[config.mk]
export PLATFORM = sky130hd
export DESIGN_NAME = rr_moore_arbiter
export DESIGN_NICKNAME = d
export VERILOG_FILES = /design/src/rtl/rr_moore_arbiter.sv
export SDC_FILE = /design/constraint.sdc
export NUM_CORES = 1
export LEC_CHECK = 0
export BUFFER_PORTS_ARGS = -buffer_cell sky130_fd_sc_hd__buf_2
export CORE_ASPECT_RATIO = 1.4
export CORE_MARGIN = 2
export CORE_UTILIZATION = 35
export DETAILED_ROUTE_END_ITERATION = 16
export PLACE_DENSITY = 0.65
export SYNTH_ARGS = -nofsm -noshare
export SYNTH_HDL_FRONTEND = slang
export SYNTH_SLANG_ARGS = --single-unit
[constraint.sdc]
create_clock -name clk -period 1.9 [get_ports clk]
set_input_delay 0.19 -clock clk [delete_from_list [all_inputs] [get_ports clk]]
set_output_delay 0.19 -clock clk [all_outputs]
set_load 0.01 [all_outputs]
[src/rtl/rr_moore_arbiter.sv]
// Round-robin Moore arbiter with a capped tenure and a one-cycle GAP between owners.
// Optional macro ARB_LOCK_EN adds a lock input that suspends the tenure cap while granted.
module rr_moore_arbiter #(
    parameter int NREQ     = 4,
    parameter int MAX_HOLD = 8,
    parameter int IDW      = $clog2(NREQ),
    parameter int CW       = $clog2(MAX_HOLD) + 1
) (
    input  logic            clk,
    input  logic            rst,
    input  logic [NREQ-1:0] req,
    input  logic            done,
`ifdef ARB_LOCK_EN
    input  logic            lock,
`endif
    output logic [NREQ-1:0] gnt,
    output logic            gnt_valid,
    output logic [IDW-1:0]  gnt_id,
    output logic            busy,
    output logic            timeout
);

    localparam logic [1:0] IDLE  = 2'd0;
    localparam logic [1:0] GRANT = 2'd1;
    localparam logic [1:0] GAP   = 2'd2;

    logic [1:0]     state_q, state_d;
    logic [IDW-1:0] owner_q, owner_d;
    logic [IDW-1:0] last_ptr_q, last_ptr_d;
    logic [CW-1:0]  hold_cnt_q, hold_cnt_d;
    logic           timeout_q, timeout_d;
    logic [IDW-1:0] winner;
    logic [IDW:0]   scan_idx;
    logic           any_req;
    logic           normal_exit;
    logic           at_limit;
    logic           lock_active;

`ifdef ARB_LOCK_EN
    assign lock_active = lock;
`else
    assign lock_active = 1'b0;
`endif

    // Scan from the farthest offset down so the nearest requester after last_ptr wins.
    always_comb begin
        winner   = last_ptr_q;
        scan_idx = '0;
        for (int k = NREQ; k >= 1; k--) begin
            scan_idx = {1'b0, last_ptr_q} + (IDW+1)'(k);
            if (scan_idx >= (IDW+1)'(NREQ)) begin
                scan_idx = scan_idx - (IDW+1)'(NREQ);
            end
            if (req[scan_idx[IDW-1:0]]) begin
                winner = scan_idx[IDW-1:0];
            end
        end
    end

    assign any_req     = |req;
    assign normal_exit = done || !req[owner_q];
    assign at_limit    = (hold_cnt_q == CW'(MAX_HOLD - 1)) && !lock_active;

    always_comb begin
        state_d    = state_q;
        owner_d    = owner_q;
        last_ptr_d = last_ptr_q;
        hold_cnt_d = hold_cnt_q;
        timeout_d  = 1'b0;
        case (state_q)
            IDLE, GAP: begin
                if (any_req) begin
                    state_d    = GRANT;
                    owner_d    = winner;
                    hold_cnt_d = '0;
                end else begin
                    state_d    = IDLE;
                end
            end
            GRANT: begin
                // A normal exit in the same cycle as the cap takes precedence: no timeout.
                if (normal_exit || at_limit) begin
                    state_d    = GAP;
                    last_ptr_d = owner_q;
                    timeout_d  = !normal_exit;
                end else if (!lock_active) begin
                    hold_cnt_d = hold_cnt_q + 1'b1;
                end
            end
            default: begin
                state_d = IDLE;
            end
        endcase
    end

    always_ff @(posedge clk or negedge rst) begin
        if (!rst) begin
            state_q    <= IDLE;
            owner_q    <= '0;
            last_ptr_q <= IDW'(NREQ - 1);
            hold_cnt_q <= '0;
            timeout_q  <= 1'b0;
        end else begin
            state_q    <= state_d;
            owner_q    <= owner_d;
            last_ptr_q <= last_ptr_d;
            hold_cnt_q <= hold_cnt_d;
            timeout_q  <= timeout_d;
        end
    end

    always_comb begin
        gnt = '0;
        if (state_q == GRANT) begin
            gnt[owner_q] = 1'b1;
        end
    end

    assign gnt_valid = |gnt;
    assign gnt_id    = gnt_valid ? owner_q : '0;
    assign busy      = (state_q == GRANT) || (state_q == GAP);
    assign timeout   = timeout_q;

endmodule

After elaboration in Yosys (flattened, before gate mapping). Cells that the tools add are included.

ROM bits: 0. Bits in latches: 0. Logic and storage cells: 74. Memories: 0. RAM bits: 0. Output and inout port bits: 9. Register bits after elaboration: 11. Input bits: 7.

Shift-type cells: 0. Multiplexer cells: 30. Reduce and logical (&&, ||, !) cells: 14. $add $sub $neg: 9. Div/mod/pow operators: 0. $mul: 0. $lt $le $gt $ge: 10. Eq/ne operators: 6. Bitwise logic cells: 0.

Operator list (count): $mux W2 (10); $lt A2 B3 Y1 const B (5); $ge A3 B3 Y1 const B (4); $mux W4 (3); $bmux W1 S2 (5); $mux W1 (9); $pmux W4 S2 (1); $reduce_or A4 Y1 (2); $sub A2 B1 Y2 const B (4); $add A2 B2 Y3 const B (2); $ne A2 B2 Y1 const B (3); $add A4 B1 Y4 const B (1); $eq A4 B3 Y1 const B (1); $pmux W2 S2 (1); $reduce_and A2 Y1 (2); $add A2 B1 Y3 const B (1); $add A2 B3 Y3 const B (1); $logic_or A1 B1 Y1 (3); $reduce_and A3 Y1 (1); $demux W1 S2 (1); $eq A2 B1 Y1 const B (1); $eq A2 B2 Y1 const B (1); $ge A2 B1 Y1 const B (1); $logic_not A1 Y1 (2); other kinds (4) (4).

Longest topological paths before layout. Gate-level depths: netlist (run 1).

Depth in word-level cells: 9. Gate-level depth with buffers: 6. Depth with buffers taken out: 6.

Least setup slack after synthesis (run 1). Ideal clock, no wire load.

Kind: register to register. Start point: register state_q[0]. End point: register hold_cnt_q[2]. Arrival: 1.464 ns. Slack: 0.312 ns. Stages on the path, launching flop included: 6. Setup time: 0.124 ns. Cell sequence: dfrtp_1 inv_1 ha_1 nor2_1 mux2_2 a211o_1.

Word-level cells in the longest chain between the ends: 4. Elaborated cells between the ends (all ways): 9.

Ends and longest elaborated chain: start, declared (line 27) `logic [1:0] state_q, state_d;`; start signal, assigned (line 104) `state_q <= state_d;`; $eq A2 B2 Y1 or $logic_not A2 Y1 (tied branches) (line 70) `case (state_q)`; $reduce_or A2 Y1 (line 70); $ne A2 B2 Y1 (no source line) or $reduce_bool A2 Y1 (tied branches); $reduce_and A3 Y1 (no source line); end signal, assigned (line 107) `hold_cnt_q <= hold_cnt_d;`; end, declared (line 30) `logic [CW-1:0] hold_cnt_q, hold_cnt_d;`.

Several ways; a longest one is shown, not always the timed one. A chain may end at the register's enable or synchronous reset.

Worst setup path in the final report (run 1).
Start point: register state_q[1]. End point: output gnt[1].

Word-level cells in the longest chain between the ends: 2.

Ends and longest elaborated chain: $eq A2 B1 Y1 (line 114) `if (state_q == GRANT) begin`; $mux W4 (line 114); end, declared (line 16) `output logic [NREQ-1:0] gnt,`.

No other way between the ends.

==> impl_metrics.json, run 1 <==
{
  "syn-num-nets": 96,
  "setup_viol": 0,
  "synth_edf_count": 0,
  "cts_sinks": 11,
  "totalWireLength_um": 1720,
  "async_reset_ff_frac": 1.00,
  "finalHoldViolCount": 0,
  "fin_crit_ns": 1.75,
  "area_delta_synth_final_pct": 16.6,
  "finClkSkew_ns": 0.00726,
  "synth_seq_cells": 11,
  "rsz0062_at_grt": "false",
  "p_leak_nw": 0.436,
  "yosysWarnings": 0,
  "final_antenna_net_count": 0,
  "firstDrtPassIters": 7,
  "tritoncts": "done",
  "tightestPinTransition_ns": 0.352,
  "die_h_um": 60.2,
  "finalCritPeriodShare": 0.921,
  "startpoint_type": "register",
  "power_density_nw_per_um2": 1420,
  "antenna_cells": 0,
  "worst-path-max-fanout": 12,
  "grt_util_all_layers": 0.158,
  "place_ws_ns": 0.186,
  "setup_slack_ns": 0.150,
  "cts.htree.levels": 1,
  "instances_no_fill": 125,
  "grt_max_degree": 13,
  "max_freq_ghz": 0.571,
  "startpoint": "state_q[1]",
  "power_w": 0.00131,
  "cts_root_buf": "clkbuf_4",
  "maxCapViolations": 0,
  "io-pin-count": 16,
  "drtIter0Drc": 14,
  "hold_path_startpoint": "req[0]",
  "crit_type": "register to primary output",
  "netlist_instances": 84,
  "multiInputGateArea_um2": 468,
  "wl_per_cell_um": 13.7,
  "syn-cell-area_um2": 791,
  "dp_hpwl_um": 1310,
  "ff_latch_area_um2": 278,
  "syn_area_per_cell_um2": 9.41,
  "nFillCells": 214,
  "slew_headroom": 0.762,
  "peakVddDrop_mv": 0.490,
  "grt-ovfl-total": 0,
  "numCtsBuffers": 3,
  "clock_path_buffers": 2,
  "row_count": 20,
  "dp_cells": 120,
  "die_area_um2": 2660,
  "ys.flop_type": "dfrtp_1",
  "core_um2": 2150,
  "initial_core_util": 0.367,
  "io_buffers": 15,
  "setup-tns-final_ns": 0,
  "grt_pass1_wl_um": 2990,
  "clk_latency_ns": 0.29,
  "vias": 702,
  "final_nets": 116,
  "finalMaxSlewViolations": 0,
  "layout-drive-gt1-share": 0.330,
  "crit_arrival_ns": 1.56,
  "drcViolationCount": 0,
  "die_x_um": 44.2,
  "gp_congestion": 0.877,
  "hold_ws_ns": 0.265,
  "status": "complete, no violations",
  "grt_pass1_vias": 660,
  "worstPathRequired_ns": 1.71,
  "rr_startpoint": "state_q[0]",
  "hold_class": "primary input to register",
  "routed_via_density": 5.62,
  "ys_types": 37,
  "cts.clk_slew.worst_paths_ns": 0.07,
  "antenna_found_initial": 0,
  "synth-seq-area-share": 0.351,
  "cp-end-kind": "primary output"
}
[where the power goes]
part	internal [W]	switching, W
combinational	0.000343	0.000363
clock	0.0000819	0.0000883
sequential	0.000330	0.000107
total	0.000755	0.000558
[cells in the mapped netlist (all sizes together), types with 2 or more instances]
cell	n	area, µm²
nor4	2	12.5
clkbuf	2	7.51
o311ai	2	17.5
o211ai	3	22.5
mux2	5	56.3
inv	4	15.0
ha	5	62.6
a31oi	3	18.8
and2	2	13.8
o22a	2	26.3
nand3	2	10.0
nand2b	2	12.5
a21oi	3	15.0
dfstp	2	52.6
dfrtp	9	225
mux2i	3	30.0
or2	2	12.5
nand2	8	30.0
buf	2	22.5
nor3	4	20.0
nor2	5	18.8
[cell type report]
cell class | instances | area share
sequential | 11 | 0.301
timing repair buffer | 19 | 0.117
inverter | 4 | 0.0163
multi-input combinational | 65 | 0.507
clock buffer | 4 | 0.0285
tap | 22 | 0.0299
[registers in the layout (all words and copies together), names as in the netlist]
name / flops
last_ptr_q: 2
state_q: 2
hold_cnt_q: 4
timeout: 1
owner_q: 2
[path summary, 6_finish.rpt]
check                                 to  slack, ns  cells past startpoint
max reg2reg                hold_cnt_q[2]       0.18                      5
min reg2reg                hold_cnt_q[3]       0.56                      2
min in group asynchronous     owner_q[1]       0.30                      2
max in group asynchronous  last_ptr_q[1]       1.33                      2
max                               gnt[1]       0.15                      6
min                           owner_q[0]       0.26                      3
[through the flow]
step	area (µm²)	utilization
floorplan	791	-
global placement	886	0.412
detailed placement	886	0.412
CTS	922	0.428
global route	922	0.428
finish	922	0.428
[kinds of logic (layout without fill, tap and decap cells)]
kind of cell / Yosys count / after routing / share of synthesized area
and+or+nand+nor: 35 / 35 / 0.241
AOI/OAI and AO/OA: 17 / 17 / 0.163
adders and majority gates: 5 / 5 / 0.0791
muxes: 8 / 8 / 0.109
DFF: 11 / 11 / 0.351
buffers and inverters: 8 / 27 / 0.0570
[cells in the final DEF, fill, tap and decap left out, types with 2 or more instances in the layout]
master and instances:
a21oi_1 3, nand2b_1 2, buf_4 3, nor2_1 5
inv_1 4, dfrtp_1 9, nand2_1 8, ha_1 5
nor3_1 4, dfstp_2 2, buf_2 15, nand3_1 2
a31oi_1 3, mux2_2 5, nor4_1 2, mux2i_1 3
clkbuf_4 3, o211ai_1 3
[critical path, stage by stage, from the launching register on]
cell and delay (ns):
dfrtp_1 0.37, inv_1 0.08, ha_1 0.19, buf_4 0.17
and2_1 0.15, and2b_2 0.18, buf_2 0.13
[routing by layer]
layer  share of wire  GRT usage  wire length [µm]
met2            0.49      0.244               843
met1            0.43      0.185               732
met4           0.034      0.121                59
met3           0.048     0.0393                83
met5               0          0                 0
[repair_timing]
action | CTS | global route
setup buffers | 0 | 0
resized for setup | 0 | 0
hold buffers | 1 | 0
endpoints found under the hold margin | 9 | 0
(Power assumes the default switching activity.)
==> run 2: changes to the inputs <==
--- a/config.mk
+++ b/config.mk
@@ -10,6 +10,7 @@
 export CORE_MARGIN = 2
 export CORE_UTILIZATION = 35
 export DETAILED_ROUTE_END_ITERATION = 16
+export MAX_ROUTING_LAYER = met4
 export PLACE_DENSITY = 0.65
 export SYNTH_ARGS = -nofsm -noshare
 export SYNTH_HDL_FRONTEND = slang
==> impl_metrics.json, run 2 (synthesized netlist as in run 1, its figures left out) <==
{
  "grt_pass1_wl_um": 2990,
  "rr_startpoint": "state_q[0]",
  "final_nets": 116,
  "fin_crit_ns": 1.75,
  "worst-path-max-fanout": 12,
  "maxCapViolations": 0,
  "clockPowerShare": 0.130,
  "numCtsBuffers": 3,
  "path_delay_family": "buffers and inverters",
  "finalMaxSlewViolations": 0,
  "rsz0062_at_grt": "false",
  "worstPathRequired_ns": 1.71,
  "totalWireLength_um": 1720,
  "tightestPinTransition_ns": 0.352,
  "gp_congestion": 0.891,
  "power_frac_seq": 0.333,
  "finalCritPeriodShare": 0.921,
  "largest-register": "hold_cnt_q",
  "final_common_cell": "buf_2",
  "wl_per_cell_um": 13.7,
  "slew_headroom": 0.762,
  "drcViolationCount": 0,
  "antenna_found_initial": 0,
  "slowest_delay_ns": 0.37,
  "sw_frac_of_total": 0.425,
  "r2r-end": "hold_cnt_q[2]",
  "vias": 703,
  "power_frac_comb": 0.538,
  "cp-end-kind": "primary output",
  "intPower_w": 0.000755,
  "finalHoldViolCount": 0,
  "tritoncts": "done",
  "io_buffers": 15,
  "setup_viol": 0,
  "initial_core_util": 0.367,
  "finClkSkew_ns": 0.00726,
  "grt_pass1_vias": 660,
  "hold_depth": 3,
  "grt_util_all_layers": 0.163,
  "power_density_nw_per_um2": 1420,
  "max_freq_ghz": 0.571,
  "p_switching_w": 0.000558,
  "antenna_cells": 0,
  "routed_via_density": 5.62,
  "reg2reg_slack_ns": 0.18,
  "cts_root_buf": "clkbuf_4",
  "area_delta_synth_final_pct": 16.6,
  "die_x_um": 44.2,
  "status": "complete, no violations",
  "final_antenna_net_count": 0,
  "row_count": 20,
  "path_buf_inv": 3,
  "dp_hpwl_um": 1310,
  "cts.clk_slew.worst_paths_ns": 0.07,
  "hold_path_startpoint": "req[0]",
  "crit_arrival_ns": 1.56,
  "hold_class": "primary input to register",
  "final_cell_mix": "15 x buf_2, 9 x dfrtp_1, 8 x nand2_1",
  "reg2reg_depth": 5,
  "core_um2": 2150,
  "startpoint_type": "register",
  "largest_reg_flops": 4,
  "cp_slowest_cell": "dfrtp_1",
  "io-pin-count": 16,
  "startpoint": "state_q[1]",
  "grt_max_degree": 13,
  "clk_latency_ns": 0.29,
  "setup-tns-final_ns": 0,
  "cts_sinks": 11,
  "hold_ws_ns": 0.264,
  "worst-path-stages": 6,
  "grt-ovfl-total": 0,
  "cts_resized": 0,
  "firstDrtPassIters": 7,
  "crit_chain": "inv_1, ha_1, buf_4, and2_1, and2b_2, buf_2",
  "die_area_um2": 2660,
  "crit_type": "register to primary output",
  "cts.htree.levels": 1,
  "peakVddDrop_mv": 0.490,
  "p_leak_nw": 0.436,
  "drtIter0Drc": 14,
  "clock_path_buffers": 2,
  "hold_end": "owner_q[0]",
  "layout-drive-gt1-share": 0.330,
  "die_h_um": 60.2
}
[run 2: layout make-up]
class | instances | area [µm²]
Timing Repair Buffer | 19 | 108
Inverter | 4 | 15.0
Fill cell | 214 | 1230
Sequential cell | 11 | 278
Clock buffer | 4 | 26.3
Multi-Input combinational cell | 65 | 468
Tap cell | 22 | 27.5
[run 2: what timing repair did]
item	CTS	global route
endpoints found under the hold margin	9	0
setup buffers	0	0
hold buffers	1	0
[run 2: layer usage]
layer / GRT usage / share of wire / vias up
met5: - / 0 / -
met4: 0.121 / 0.033 / 0
met3: 0.0393 / 0.049 / 6
met2: 0.244 / 0.49 / 25
met1: 0.185 / 0.43 / 327
li1: - / - / 345
[run 2: worst reg2reg max path, delay by kind of cell (launching register included)]
family                   cells  cell delay (ns)
buffers and inverters        1             0.08
flip-flops                   1             0.41
multiplexers                 1             0.42
AND/OR/NAND/NOR              1             0.22
AO/OA/AOI/OAI                1             0.30
adder cells (fa/ha/maj)      1             0.19
[run 2: power groups by stage]
stage               Sequential [W]  Combinational (W)  Clock (W)
floorplan                 0.000385           0.000593          0
global placement          0.000432           0.000700          0
detailed placement        0.000440           0.000715          0
CTS                       0.000436           0.000719   0.000176
global route              0.000451           0.000797   0.000190
finish                    0.000437           0.000706   0.000170
[run 2: through the flow]
| stage | power (W) | setup WS, ns | utilization | cell area [µm²] | instances |
|---|---|---|---|---|---|
| final | 0.00131 | 0.149 | 0.428 | 922 | 125 |
| after global routing | 0.00144 | 0.0274 | 0.428 | 922 | 125 |
| after CTS | 0.00133 | 0.135 | 0.428 | 922 | 125 |
| after detailed placement | 0.00116 | 0.186 | 0.412 | 886 | 120 |
| after global placement | 0.00113 | 0.202 | 0.412 | 886 | 120 |
| after floorplan | 0.000978 | 0.312 | - | 791 | 84 |
[run 2: worst max-delay path by stage]
stage / endpoint / slack [ns]
floorplan: hold_cnt_q[2] / 0.31
global placement: hold_cnt_q[2] / 0.20
detailed placement: hold_cnt_q[2] / 0.19
CTS: gnt[1] / 0.14
global route: gnt[1] / 0.03
finish: gnt[1] / 0.15
==> run 3: changes to the inputs <==
--- a/config.mk
+++ b/config.mk
@@ -5,13 +5,14 @@
 export SDC_FILE = /design/constraint.sdc
 export NUM_CORES = 1
 export LEC_CHECK = 0
+export ABC_AREA = 1
 export BUFFER_PORTS_ARGS = -buffer_cell sky130_fd_sc_hd__buf_2
 export CORE_ASPECT_RATIO = 1.4
 export CORE_MARGIN = 2
 export CORE_UTILIZATION = 35
 export DETAILED_ROUTE_END_ITERATION = 16
 export MAX_ROUTING_LAYER = met4
-export PLACE_DENSITY = 0.65
+export PLACE_DENSITY = 0.64
 export SYNTH_ARGS = -nofsm -noshare
 export SYNTH_HDL_FRONTEND = slang
 export SYNTH_SLANG_ARGS = --single-unit
==> impl_metrics.json, run 3 <==
{
  "status": "complete, no violations",
  "hold_path_startpoint": "done",
  "dp_hpwl_um": 1460,
  "synth_fa_ha_area_frac": 0.0714,
  "synth_seq_cells": 11,
  "grt-ovfl-total": 0,
  "yosys.area.top_type": "dfrtp_1",
  "p_leak_nw": 0.591,
  "numCtsBuffers": 3,
  "initial_core_util": 0.366,
  "finClkSkew_ns": 0.00226,
  "synth_top_family_by_area": "simple AND/OR/NAND/NOR gates",
  "yosysMostFrequentCell": "nand2_1",
  "synthTopCellsByCount": "47 x nand2_1, 16 x inv_1, 14 x nor2_1, 9 x dfrtp_1, 9 x nand3_1",
  "peakVddDrop_mv": 0.823,
  "syn-cell-area_um2": 876,
  "core_um2": 2390,
  "die_x_um": 46.3,
  "netlist_instances": 131,
  "crit_arrival_ns": 1.57,
  "power_density_nw_per_um2": 1560,
  "yosysWarnings": 0,
  "clk_latency_ns": 0.27,
  "final_common_cell": "nand2_1",
  "tightestPinTransition_ns": 0.329,
  "grt_max_degree": 12,
  "top_layer": "met4",
  "largest-register": "hold_cnt_q",
  "grt_util_all_layers": 0.140,
  "fin_crit_ns": 1.76,
  "area_delta_synth_final_pct": 15.0,
  "finalMaxSlewViolations": 0,
  "wl_met3_um": 54,
  "syn_area_per_cell_um2": 6.69,
  "final_antenna_net_count": 0,
  "cts_root_buf": "clkbuf_4",
  "io_buffers": 15,
  "finalHoldViolCount": 0,
  "antenna_found_initial": 0,
  "gp_congestion": 0.796,
  "vias": 832,
  "worst-path-max-fanout": 8,
  "totalWireLength_um": 1790,
  "clock_path_buffers": 2,
  "hold_end": "timeout",
  "r2r-end": "hold_cnt_q[0]",
  "setup-tns-final_ns": 0,
  "startpoint": "state_q[1]",
  "row_count": 21,
  "hold_depth": 4,
  "antenna_cells": 0,
  "dpl_cell_area_um2": 971,
  "max_freq_ghz": 0.567,
  "setup_viol": 0,
  "ys_types": 24,
  "drtIter0Drc": 20,
  "post_cts_buffers": 0,
  "drcViolationCount": 0,
  "grt_pass1_vias": 736,
  "synth_edf_count": 0,
  "reg2reg_slack_ns": 0.35,
  "wl_per_cell_um": 9.81,
  "hold_class": "primary input to register",
  "slew_headroom": 0.781,
  "layout-drive-gt1-share": 0.230,
  "cts_sinks": 11,
  "async_reset_ff_frac": 1.00,
  "synth_top_cell_area_share": 0.257,
  "grt_pass1_wl_um": 2980,
  "io-pin-count": 16,
  "die_h_um": 63.2,
  "final_nets": 161,
  "drt-met1-wl_um": 785,
  "tritoncts": "done",
  "rr_startpoint": "state_q[1]",
  "crit_type": "register to primary output",
  "reg2reg_depth": 7,
  "cts.clk_slew.worst_paths_ns": 0.07,
  "synth_compound_area_frac": 0.0729,
  "synthMuxAreaShare": 0,
  "ys.flop_type": "dfrtp_1",
  "synthSimpleGateAreaFrac": 0.413,
  "firstDrtPassIters": 4,
  "finalCritPeriodShare": 0.928,
  "fin_area_um2": 1010,
  "routed_via_density": 4.57,
  "final_cell_mix": "47 x nand2_1, 16 x inv_1, 15 x buf_2",
  "startpoint_type": "register",
  "die_area_um2": 2920,
  "wl_met2_um": 908,
  "synth-seq-area-share": 0.317,
  "ys_top_cells_by_area": "dfrtp_1 26%, nand2_1 20%, ha_1 7.1%, inv_1 6.9%, dfstp_2 6.0%",
  "maxCapViolations": 0,
  "largest_reg_flops": 4,
  "synthXorXnorAreaFrac": 0.0100,
  "syn-num-nets": 143,
  "rsz0062_at_grt": "false",
  "cp-end-kind": "primary output",
  "cts.htree.levels": 1,
  "worstPathRequired_ns": 1.71
}
[run 3: changes by cell type after synthesis, sizes merged, moves of 3 or more]
| cell | delta |
|---|---|
| a31oi | -3 |
| nor2 | +9 |
| o211ai | -3 |
| nand2 | +44 |
| nand3 | +9 |
| a21oi | -3 |
| inv | +16 |
| mux2 | -5 |
| mux2i | -3 |
| o21ai | +8 |
[run 3: how the worst max path moves through the flow]
stage / slack (ns) / depth (start not counted) / to
after floorplan: 0.53 / 7 / hold_cnt_q[1]
after global placement: 0.45 / 7 / hold_cnt_q[1]
after detailed placement: 0.35 / 7 / hold_cnt_q[0]
after CTS: 0.12 / 5 / gnt[0]
after global routing: 0.04 / 5 / gnt[0]
final: 0.14 / 5 / gnt[0]
[run 3: cell type report]
cell class                 count  area, µm²
fill                         251       1380
timing repair buffer          16       85.1
clock buffer                   4       26.3
inverter                      21       78.8
tap                           34       42.5
sequential                    11        278
multi-input combinational     96        497
[run 3: critical path, stage by stage, from the launching register on]
cell and delay (ns):
dfrtp_1 0.41, inv_1 0.09, ha_1 0.35, inv_2 0.14, nor3_1 0.15, buf_2 0.16
[run 3: stage by stage]
| step | utilization | worst slack [ns] | power, W | std cells | hold WS [ns] |
|---|---|---|---|---|---|
| final | 0.421 | 0.136 | 0.00157 | 182 | 0.204 |
| after global routing | 0.421 | 0.0412 | 0.00175 | 182 | 0.252 |
| after CTS | 0.421 | 0.118 | 0.00160 | 182 | 0.211 |
| after detailed placement | 0.406 | 0.351 | 0.00142 | 177 | 0.0728 |
| after global placement | 0.406 | 0.450 | 0.00140 | 177 | 0.0696 |
| after floorplan | - | 0.528 | 0.00122 | 131 | -0.106 |
[run 3: routing by layer]
layer / global-route usage / up-vias
met5: - / -
met4: 0.0643 / 0
met3: 0.0172 / 5
met2: 0.224 / 14
met1: 0.170 / 377
li1: - / 436
[run 3: logic make-up after synthesis]
family                   after synthesis
buffers and inverters                 24
AO/OA/AOI/OAI                          9
AND/OR/NAND/NOR                       81
adder cells (fa/ha/maj)                5
flip-flops                            11
XOR/XNOR                               1
[run 3: timing repair]
action,CTS,global route
hold endpoints to repair,9,0
resized for setup,0,0
hold buffers,1,0
[run 3: report_power, final]
group	internal, W	switching (W)
logic	0.000342	0.000612
registers	0.000331	0.000124
clock network	0.0000815	0.0000810
total	0.000754	0.000817
